## src/rtl/ctrl_sequencer_if.sv

```systemverilog
// Signal bundle between the control sequencer (master) and the decoder/datapath (slave).
// instr_cnt and its CNT_W parameter exist only when PERF_CNT_EN is defined.
interface ctrl_sequencer_if
`ifdef PERF_CNT_EN
  #(parameter int CNT_W = 16)
`endif
  ;
  logic mova, movb, movc, movd, movi, add, sub, jmp, jg, in1, out1, halt;
  logic flag_g;
  logic in_valid;
  logic out_ready;

  logic       dec_en;
  logic       ir_ld;
  logic       pc_inc;
  logic       pc_ld;
  logic       rf_we;
  logic [1:0] rf_src;
  logic       alu_sub;
  logic       flag_ld;
  logic       out_ld;
  logic       in_ack;
  logic       illegal;
  logic       io_timeout;
  logic       halted;
  logic [2:0] state;
`ifdef PERF_CNT_EN
  logic [CNT_W-1:0] instr_cnt;
`endif

  modport master (
    input  mova, movb, movc, movd, movi, add, sub, jmp, jg, in1, out1, halt,
    input  flag_g, in_valid, out_ready,
    output dec_en, ir_ld, pc_inc, pc_ld, rf_we, rf_src, alu_sub, flag_ld,
    output out_ld, in_ack, illegal, io_timeout, halted, state
`ifdef PERF_CNT_EN
    , output instr_cnt
`endif
  );

  modport slave (
    output mova, movb, movc, movd, movi, add, sub, jmp, jg, in1, out1, halt,
    output flag_g, in_valid, out_ready,
    input  dec_en, ir_ld, pc_inc, pc_ld, rf_we, rf_src, alu_sub, flag_ld,
    input  out_ld, in_ack, illegal, io_timeout, halted, state
`ifdef PERF_CNT_EN
    , input instr_cnt
`endif
  );
endinterface

```

## src/rtl/ctrl_sequencer.sv

```systemverilog
// Control sequencer: FETCH/DECODE/EXEC/WAIT/HALT stepping with per-cycle datapath strobes.
// Define PERF_CNT_EN to add the retired-instruction counter output instr_cnt.
module ctrl_sequencer #(
  parameter int WAIT_TMO = 0,
  parameter int TMO_W    = 8
`ifdef PERF_CNT_EN
  ,
  parameter int CNT_W    = 16
`endif
) (
  input  logic             clk,
  input  logic             rst,
  ctrl_sequencer_if.master bus
);

  typedef enum logic [2:0] {
    S_FETCH    = 3'd0,
    S_DECODE   = 3'd1,
    S_EXEC     = 3'd2,
    S_WAIT_IN  = 3'd3,
    S_WAIT_OUT = 3'd4,
    S_HALT     = 3'd5
  } state_e;

  localparam int OP_MOVA = 11;
  localparam int OP_MOVB = 10;
  localparam int OP_MOVC = 9;
  localparam int OP_MOVD = 8;
  localparam int OP_MOVI = 7;
  localparam int OP_ADD  = 6;
  localparam int OP_SUB  = 5;
  localparam int OP_JMP  = 4;
  localparam int OP_JG   = 3;
  localparam int OP_IN1  = 2;
  localparam int OP_OUT1 = 1;
  localparam int OP_HALT = 0;

  state_e           state_q, state_d;
  logic [11:0]      op_q, op_d;
  logic [TMO_W-1:0] wcnt_q, wcnt_d;

  logic [11:0] dec_in;
  logic        dec_legal;
  logic        wait_in_hs;
  logic        wait_out_hs;
  logic        tmo_hit;
  logic        unused_wait_ops;

  assign dec_in = {bus.mova, bus.movb, bus.movc, bus.movd, bus.movi, bus.add,
                   bus.sub, bus.jmp, bus.jg, bus.in1, bus.out1, bus.halt};
  assign dec_legal = $onehot(dec_in);

  // Handshake: in_valid / out_ready are level signals owned by the ports. A transfer
  // happens in any cycle the sequencer sits in the matching wait state with the line
  // high; in_ack (with the register write) or out_ld pulses in that same cycle.
  assign wait_in_hs  = (state_q == S_WAIT_IN)  && bus.in_valid;
  assign wait_out_hs = (state_q == S_WAIT_OUT) && bus.out_ready;
  assign tmo_hit     = (WAIT_TMO != 0) && (wcnt_q == TMO_W'(WAIT_TMO - 1));

  // The wait and halt states already identify these opcodes.
  assign unused_wait_ops = op_q[OP_IN1] | op_q[OP_OUT1] | op_q[OP_HALT];

  always_comb begin
    state_d        = state_q;
    op_d           = op_q;
    wcnt_d         = wcnt_q;
    bus.dec_en     = 1'b0;
    bus.ir_ld      = 1'b0;
    bus.pc_inc     = 1'b0;
    bus.pc_ld      = 1'b0;
    bus.rf_we      = 1'b0;
    bus.rf_src     = 2'b00;
    bus.alu_sub    = 1'b0;
    bus.flag_ld    = 1'b0;
    bus.out_ld     = 1'b0;
    bus.in_ack     = 1'b0;
    bus.illegal    = 1'b0;
    bus.io_timeout = 1'b0;
    bus.halted     = 1'b0;
    bus.state      = 3'd0;
    if (!rst) begin
      bus.state = state_q;
      case (state_q)
        S_FETCH: begin
          bus.ir_ld  = 1'b1;
          bus.pc_inc = 1'b1;
          state_d    = S_DECODE;
        end
        S_DECODE: begin
          bus.dec_en = 1'b1;
          op_d       = dec_in;
          wcnt_d     = '0;
          if (!dec_legal) begin
            bus.illegal = 1'b1;
            state_d     = S_FETCH;
          end else if (dec_in[OP_HALT]) begin
            state_d = S_HALT;
          end else if (dec_in[OP_IN1]) begin
            state_d = S_WAIT_IN;
          end else if (dec_in[OP_OUT1]) begin
            state_d = S_WAIT_OUT;
          end else begin
            state_d = S_EXEC;
          end
        end
        S_EXEC: begin
          state_d = S_FETCH;
          if (op_q[OP_MOVA] | op_q[OP_MOVB] | op_q[OP_MOVC] | op_q[OP_MOVD]) begin
            bus.rf_we = 1'b1;
          end
          if (op_q[OP_MOVI]) begin
            bus.rf_we  = 1'b1;
            bus.rf_src = 2'b10;
            bus.pc_inc = 1'b1;
          end
          if (op_q[OP_ADD] | op_q[OP_SUB]) begin
            bus.rf_we   = 1'b1;
            bus.rf_src  = 2'b01;
            bus.flag_ld = 1'b1;
            bus.alu_sub = op_q[OP_SUB];
          end
          if (op_q[OP_JMP]) begin
            bus.pc_ld = 1'b1;
          end
          if (op_q[OP_JG]) begin
            bus.pc_ld  = bus.flag_g;
            bus.pc_inc = !bus.flag_g;
          end
        end
        S_WAIT_IN, S_WAIT_OUT: begin
          // A handshake in the timeout cycle wins over the timeout.
          if (wait_in_hs) begin
            bus.rf_we  = 1'b1;
            bus.rf_src = 2'b11;
            bus.in_ack = 1'b1;
            state_d    = S_FETCH;
          end else if (wait_out_hs) begin
            bus.out_ld = 1'b1;
            state_d    = S_FETCH;
          end else if (tmo_hit) begin
            bus.io_timeout = 1'b1;
            state_d        = S_FETCH;
          end else begin
            wcnt_d = wcnt_q + 1'b1;
          end
        end
        S_HALT: begin
          bus.halted = 1'b1;
        end
        default: begin
          state_d = S_FETCH;
        end
      endcase
    end
  end

  always_ff @(posedge clk) begin
    if (rst) begin
      state_q <= S_FETCH;
      op_q    <= '0;
      wcnt_q  <= '0;
    end else begin
      state_q <= state_d;
      op_q    <= op_d;
      wcnt_q  <= wcnt_d;
    end
  end

`ifdef PERF_CNT_EN
  logic [CNT_W-1:0] cnt_q, cnt_d;
  logic             cnt_ev;

  assign cnt_ev = (state_q == S_EXEC) || wait_in_hs || wait_out_hs ||
                  ((state_q == S_DECODE) && dec_legal && dec_in[OP_HALT]);

  always_comb begin
    cnt_d = cnt_q;
    if (cnt_ev) cnt_d = cnt_q + 1'b1;
  end

  always_ff @(posedge clk) begin
    if (rst) cnt_q <= '0;
    else     cnt_q <= cnt_d;
  end

  assign bus.instr_cnt = rst ? '0 : cnt_q;
`endif

endmodule

```

## src/flat_wrapper.sv

```systemverilog
// flat-port wrapper written by rule: the top's interface ports become plain ports
module ctrl_sequencer_flat 
#(
  parameter int WAIT_TMO = 0,
  parameter int TMO_W    = 8

)
  (clk, rst, bus_mova, bus_movb, bus_movc, bus_movd, bus_movi, bus_add, bus_sub, bus_jmp, bus_jg, bus_in1, bus_out1, bus_halt, bus_flag_g, bus_in_valid, bus_out_ready, bus_dec_en, bus_ir_ld, bus_pc_inc, bus_pc_ld, bus_rf_we, bus_rf_src, bus_alu_sub, bus_flag_ld, bus_out_ld, bus_in_ack, bus_illegal, bus_io_timeout, bus_halted, bus_state);
  ctrl_sequencer_if bus_i ();
  input  logic clk;
  input  logic rst;
  input wire logic [$bits(bus_i.mova)-1:0] bus_mova;
  input wire logic [$bits(bus_i.movb)-1:0] bus_movb;
  input wire logic [$bits(bus_i.movc)-1:0] bus_movc;
  input wire logic [$bits(bus_i.movd)-1:0] bus_movd;
  input wire logic [$bits(bus_i.movi)-1:0] bus_movi;
  input wire logic [$bits(bus_i.add)-1:0] bus_add;
  input wire logic [$bits(bus_i.sub)-1:0] bus_sub;
  input wire logic [$bits(bus_i.jmp)-1:0] bus_jmp;
  input wire logic [$bits(bus_i.jg)-1:0] bus_jg;
  input wire logic [$bits(bus_i.in1)-1:0] bus_in1;
  input wire logic [$bits(bus_i.out1)-1:0] bus_out1;
  input wire logic [$bits(bus_i.halt)-1:0] bus_halt;
  input wire logic [$bits(bus_i.flag_g)-1:0] bus_flag_g;
  input wire logic [$bits(bus_i.in_valid)-1:0] bus_in_valid;
  input wire logic [$bits(bus_i.out_ready)-1:0] bus_out_ready;
  output wire logic [$bits(bus_i.dec_en)-1:0] bus_dec_en;
  output wire logic [$bits(bus_i.ir_ld)-1:0] bus_ir_ld;
  output wire logic [$bits(bus_i.pc_inc)-1:0] bus_pc_inc;
  output wire logic [$bits(bus_i.pc_ld)-1:0] bus_pc_ld;
  output wire logic [$bits(bus_i.rf_we)-1:0] bus_rf_we;
  output wire logic [$bits(bus_i.rf_src)-1:0] bus_rf_src;
  output wire logic [$bits(bus_i.alu_sub)-1:0] bus_alu_sub;
  output wire logic [$bits(bus_i.flag_ld)-1:0] bus_flag_ld;
  output wire logic [$bits(bus_i.out_ld)-1:0] bus_out_ld;
  output wire logic [$bits(bus_i.in_ack)-1:0] bus_in_ack;
  output wire logic [$bits(bus_i.illegal)-1:0] bus_illegal;
  output wire logic [$bits(bus_i.io_timeout)-1:0] bus_io_timeout;
  output wire logic [$bits(bus_i.halted)-1:0] bus_halted;
  output wire logic [$bits(bus_i.state)-1:0] bus_state;
  assign bus_i.mova = bus_mova;
  assign bus_i.movb = bus_movb;
  assign bus_i.movc = bus_movc;
  assign bus_i.movd = bus_movd;
  assign bus_i.movi = bus_movi;
  assign bus_i.add = bus_add;
  assign bus_i.sub = bus_sub;
  assign bus_i.jmp = bus_jmp;
  assign bus_i.jg = bus_jg;
  assign bus_i.in1 = bus_in1;
  assign bus_i.out1 = bus_out1;
  assign bus_i.halt = bus_halt;
  assign bus_i.flag_g = bus_flag_g;
  assign bus_i.in_valid = bus_in_valid;
  assign bus_i.out_ready = bus_out_ready;
  assign bus_dec_en = bus_i.dec_en;
  assign bus_ir_ld = bus_i.ir_ld;
  assign bus_pc_inc = bus_i.pc_inc;
  assign bus_pc_ld = bus_i.pc_ld;
  assign bus_rf_we = bus_i.rf_we;
  assign bus_rf_src = bus_i.rf_src;
  assign bus_alu_sub = bus_i.alu_sub;
  assign bus_flag_ld = bus_i.flag_ld;
  assign bus_out_ld = bus_i.out_ld;
  assign bus_in_ack = bus_i.in_ack;
  assign bus_illegal = bus_i.illegal;
  assign bus_io_timeout = bus_i.io_timeout;
  assign bus_halted = bus_i.halted;
  assign bus_state = bus_i.state;
  ctrl_sequencer #(.WAIT_TMO(WAIT_TMO), .TMO_W(TMO_W)) u_core (.clk(clk), .rst(rst), .bus(bus_i));
endmodule
```

## config.mk

```make
export PLATFORM = sky130hd
export DESIGN_NAME = ctrl_sequencer_flat
export DESIGN_NICKNAME = d
export VERILOG_FILES = /design/src/rtl/ctrl_sequencer_if.sv /design/src/rtl/ctrl_sequencer.sv /design/src/flat_wrapper.sv
export SDC_FILE = /design/constraint.sdc
export NUM_CORES = 1
export LEC_CHECK = 0
export BUFFER_PORTS_ARGS = -buffer_cell sky130_fd_sc_hd__clkbuf_2
export CAP_MARGIN = 20
export CORE_UTILIZATION = 45
export DETAILED_ROUTE_END_ITERATION = 7
export MAX_ROUTING_LAYER = met4
export PLACE_DENSITY = 0.75
export SETUP_SLACK_MARGIN = 0.2
export SLEW_MARGIN = 10
export SYNTH_ARGS = -nofsm -noshare
export SYNTH_HDL_FRONTEND = slang
export SYNTH_SLANG_ARGS = --single-unit
```

## constraint.sdc

```tcl
create_clock -name clk -period 4.5 [get_ports clk]
set_input_delay 0.9 -clock clk [delete_from_list [all_inputs] [get_ports clk]]
set_output_delay 0.9 -clock clk [all_outputs]
set_load 0.05 [all_outputs]
```

-- Word level (Yosys, flattened, before mapping)
Cells that the tools add are included.
- bits in registers: 15
- bits of input ports: 17
- output and inout port bits: 17
- word-level logic and storage cells: 79
- add/subtract/negate cells: 11
- equality and inequality tests: 7
- muxes and demuxes: 48
- bitwise gates (word level): 5
- reduce and logical (&&, ||, !) cells: 6
- operator list (operator ; number):
    $mux W1 ; 33
    $mux W3 ; 7
    $add A4 B4 Y4 ; 5
    $add A1 B1 Y2 ; 6
    $pmux W3 S4 ; 1
    $mux W2 ; 4
    $eq A3 B2 Y1 const B ; 2
    $eq A3 B3 Y1 const B ; 2
    $eq A4 B1 Y1 const B ; 1
    $or A1 B1 Y1 ; 4
    $pmux W1 S2 ; 2
    $pmux W2 S2 ; 1
    $eq A3 B1 Y1 const B ; 1
    $logic_not A3 Y1 ; 1
    $ne A3 B1 Y1 const B ; 1
    $logic_and A1 B1 Y1 ; 2
    $reduce_and A2 Y1 ; 1
    $reduce_or A2 Y1 ; 1
    $logic_not A1 Y1 ; 1
    $not A1 Y1 ; 1

-- Longest topological paths before layout
- depth in word-level cells: 8
- depth in mapped cells: 13
- mapped depth without buffers: 13

-- Least setup slack after synthesis
No wires, ideal clock.
- path kind: input port to output port
- start: in bus_halt
- end: out bus_illegal
- arrival time: 4.018 ns
- data required time: 3.600 ns
- setup slack: -0.418 ns
- cell stages on the path: 12
- buffers on the path: 0
- path through: ha_1 -> inv_1 -> fa_1 -> fa_1 -> inv_1 -> fa_1 -> ha_1 -> inv_1 -> fa_1 -> xor2_1 -> nand3_1 -> o21a_1
- word-level cells in the longest chain between the ends: 8
- RTL lines (what ; line ; source):
    start, declared ; flat_wrapper.sv:23 ; input wire logic [$bits(bus_i.halt)-1:0] bus_halt;
    $add A1 B1 Y2 (not written as such) ; ctrl_sequencer.sv:51 ; assign dec_legal = $onehot(dec_in);
    $add A4 B4 Y4 (not written as such) (3 in series) ; ctrl_sequencer.sv:51 ;
    $eq A4 B1 Y1 ; ctrl_sequencer.sv:51 ;
    $mux W1 ; ctrl_sequencer.sv:93 ; if (!dec_legal) begin
    $mux W1 ; ctrl_sequencer.sv:83 ; case (state_q)
    $mux W1 ; ctrl_sequencer.sv:81 ; if (!rst) begin
    end, declared ; flat_wrapper.sv:37 ; output wire logic [$bits(bus_i.illegal)-1:0] bus_illegal;
Every way passes these cells.

-- Worst setup path in the final report
- start: in bus_jmp
- end: out bus_illegal
- word-level cells in the longest chain between the ends: 8
- RTL lines (what ; line ; source):
    start, declared ; flat_wrapper.sv:19 ; input wire logic [$bits(bus_i.jmp)-1:0] bus_jmp;
    $add A1 B1 Y2 (not written as such) ; ctrl_sequencer.sv:51 ;
    $add A4 B4 Y4 (not written as such) (3 in series) ; ctrl_sequencer.sv:51 ;
    $eq A4 B1 Y1 ; ctrl_sequencer.sv:51 ;
    $mux W1 ; ctrl_sequencer.sv:93 ;
    $mux W1 ; ctrl_sequencer.sv:83 ;
    $mux W1 ; ctrl_sequencer.sv:81 ;
Every way passes these cells.

==> impl_metrics.ini <==
[critical_path]
r2r_start = u_core.state_q[2]
crit_start = bus_jmp
start_kind = primary input
crit_fanout = 2
crit_type = primary input to output pin
cp-end-kind = output pin
cp_data_required_time_ns = 3.60
arrival_ns = 4.02
slowest_stage = fa_2
critPathTopFamily = adder cells
crit_chain = buf_8 > ha_4 > inv_2 > fa_1 > fa_1 > inv_2 > fa_1 > ha_2 > inv_2 > fa_2 > nand3_2 > o21a_4 > clkbuf_16
max_stage_delay_ns = 0.53
regToRegSetupSlack_ns = 2.98
cp_num_buf_inv = 5

[detailed_routing]
drtPass1Iterations = 6
drt_iter0_drc = 18
drt-vias-per-instance = 4.804
routed_wl_um = 2345
ant_nets = 0
drc = 0
vias = 956
wl_per_cell_um = 11.78

[run]
maxCapViolCount = 0

[power]
peakVddDrop_mv = 0.3275
leakagePower_nw = 0.6985
power_density_nw_per_um2 = 473.8

[run_status]
violations = negative setup slack
outcome = finished with violations

[finish]
instances_no_fill = 199
fillers = 204
fin_nets = 206
n_antenna_cell = 0
drive_above_1_share_pct = 36.26
area_growth_pct = 36.19

[die]
die_area_sq_um = 2533
dieWidth_um = 50.33
rows = 17
initial_core_util_pct = 47.51
core_area_sq_um = 2212
die_h_um = 50.33
boundaryPins = 34

[synthesis]
syn_inst = 131
synth_cell_types = 33
synthMuxAreaShare_pct = 4.762
synth-xor-area-share_pct = 1.667
ys.flop_type = dfxtp_1
yosys.area_share.simple_pct = 20.12
synth_compound_area_share_pct = 14.17
yosysWarningCount = 0
yosys.area.top_type_share_pct = 22.86
synth_top_family_by_area = adder cells
syn_area_sq_um = 1051
async_flop_share_pct = 0
yosys_register_bits = 12
synth_fa_ha_area_share_pct = 25.24
yosysTopAreaCell = dfxtp_1
synthesis.nets = 165
yosys-top-cells-area = dfxtp_1, fa_1, ha_1, inv_1, nor2_1
synth_edf_count = 0
ys_seq_area_share_pct = 22.86
postSynthAreaPerCell_sq_um = 8.023

[worst_hold_path]
worstHoldPathType = flop to flop
worstHoldStart = u_core.op_q[6]

[sta]
setup_ws_ns = -0.4181
setup_violations = 1
period_share_pct = 109.3
drv_slew = 0
fin_hold_ws_ns = 0.4969
rsz0062_at_grt = true
max_freq_ghz = 0.2033
tns_ns = -0.4181
finalClockSkew_ns = 0.004271
fin_crit_ns = 4.918
hold_violations = 0

[global_route]
grt_pass1_vias = 927
grt_pass1_wl_um = 3912
grt_max_degree = 17
grt_use_total_pct = 20.75
antenna_found_initial = 0
grt_overflow = 0

[cts]
cts_max_path_buffers = 2
post_cts_buffers = 0
htree_levels = 1
clk_latency_ns = 0.26
cts_root_buf = clkbuf_4
tritoncts = yes
path_clk_slew_ns = 0.07
clock-sinks = 12
cts_buffers = 3

[placed_design]
gp_congestion = 0.8323
io_buffer_count = 32
hpwl_um = 1955
dpl.cell_count = 195
==> flip-flops by register name, indices dropped and copies added (netlist names) <==
name            flops
u_core.state_q      3
u_core.op_q         9
==> metal layers <==
| metal | up-vias | share of wire, % | wire length, um | global-route usage, % |
|---|---|---|---|---|
| li1 | 508 | - | - | - |
| met1 | 427 | 44 | 1041 | 24.29 |
| met2 | 19 | 53 | 1240 | 38.44 |
| met3 | 2 | 2.0 | 48 | 1.818 |
| met4 | 0 | 0.60 | 14 | 4.167 |
| met5 | - | 0 | 0 | - |
==> path summary, 6_finish.rpt <==
check,endpoint,depth (start not counted)
worst max-delay path,bus_illegal,13
worst min-delay path,u_core.op_q[6],2
worst max register to register,u_core.state_q[2],4
worst min register to register,u_core.op_q[6],2
==> placed cells by master (no fill, tap or decap), types with 2 or more instances in the layout <==
cell	instances
fa_1	6
ha_4	3
a31oi_1	2
clkbuf_2	28
dfxtp_1	12
nand2_1	9
a21oi_1	7
inv_1	17
buf_4	9
nor3_1	4
nor2b_1	2
or3_1	3
clkbuf_4	3
mux2i_1	5
ha_1	6
nor2_1	17
inv_2	5
o21ai_0	7
buf_8	2
nand2b_1	3
==> cell type report <==
| cell class | instances | area (sq um) | area share [%] |
|---|---|---|---|
| clock buffers | 4 | 36.28 | 2.535 |
| inverters | 22 | 82.58 | 5.769 |
| multi-input cells | 92 | 763.2 | 53.32 |
| flip-flops and latches | 12 | 240.2 | 16.78 |
| well taps | 28 | 35.03 | 2.448 |
| repair buffers | 41 | 274.0 | 19.14 |
==> cell families after synthesis <==
| group | count (synthesis) |
|---|---|
| and+or+nand+nor | 43 |
| muxes | 5 |
| buffers and inverters | 27 |
| other | 1 |
| xor gates and xnor gates | 2 |
| DFF | 12 |
| adders and majority gates | 17 |
| AOI/OAI and AO/OA | 24 |
==> per-stage QoR <==
| step | total power [mW] | worst slack, ns | util (%) | instance area [sq um] |
|---|---|---|---|---|
| after floorplan | 0.4816 | -0.1605 | - | 1101 |
| after global placement | 0.5592 | -0.4655 | 60.24 | 1333 |
| after detailed placement | 0.5770 | -0.5182 | 60.24 | 1333 |
| after CTS | 0.6766 | -0.4481 | 64.14 | 1419 |
| after global routing | 0.7361 | -0.5086 | 64.71 | 1431 |
| final | 0.6782 | -0.4181 | 64.71 | 1431 |
==> what timing repair did <==
action | in CTS | in global routing
hold buffers | 0 | 0
endpoints found under the setup margin | 1 | 1
resized for setup | 7 | 7
pin swaps | 1 | 1
==> synthesized netlist by cell type, types with 2 or more instances <==
cell type	number
inv_1	21
nor2_1	17
dfxtp_1	12
ha_1	10
nand2_1	9
a21oi_1	8
fa_1	7
o21ai_0	7
mux2i_1	5
nor3_1	4
nand2b_1	3
or3_1	3
a31oi_1	2
clkbuf_1	2
nand3_1	2
nor2b_1	2
==> report_power, final <==
part / switching (mW) / internal (mW) / leakage (nW) / total (mW)
Clock: 0.0329 / 0.0491 / 0.0210 / 0.0820
Sequential: 0.0278 / 0.133 / 0.0984 / 0.161
Combinational: 0.252 / 0.184 / 0.579 / 0.436
==> worst reg2reg max path, stage by stage, from the launching register on <==
cell      delay [ns]
dfxtp_1         0.41
nand2b_1        0.36
nor3_4          0.28
inv_2           0.06
o41ai_2         0.32
Note: power is estimated with default switching activity, not from simulation.
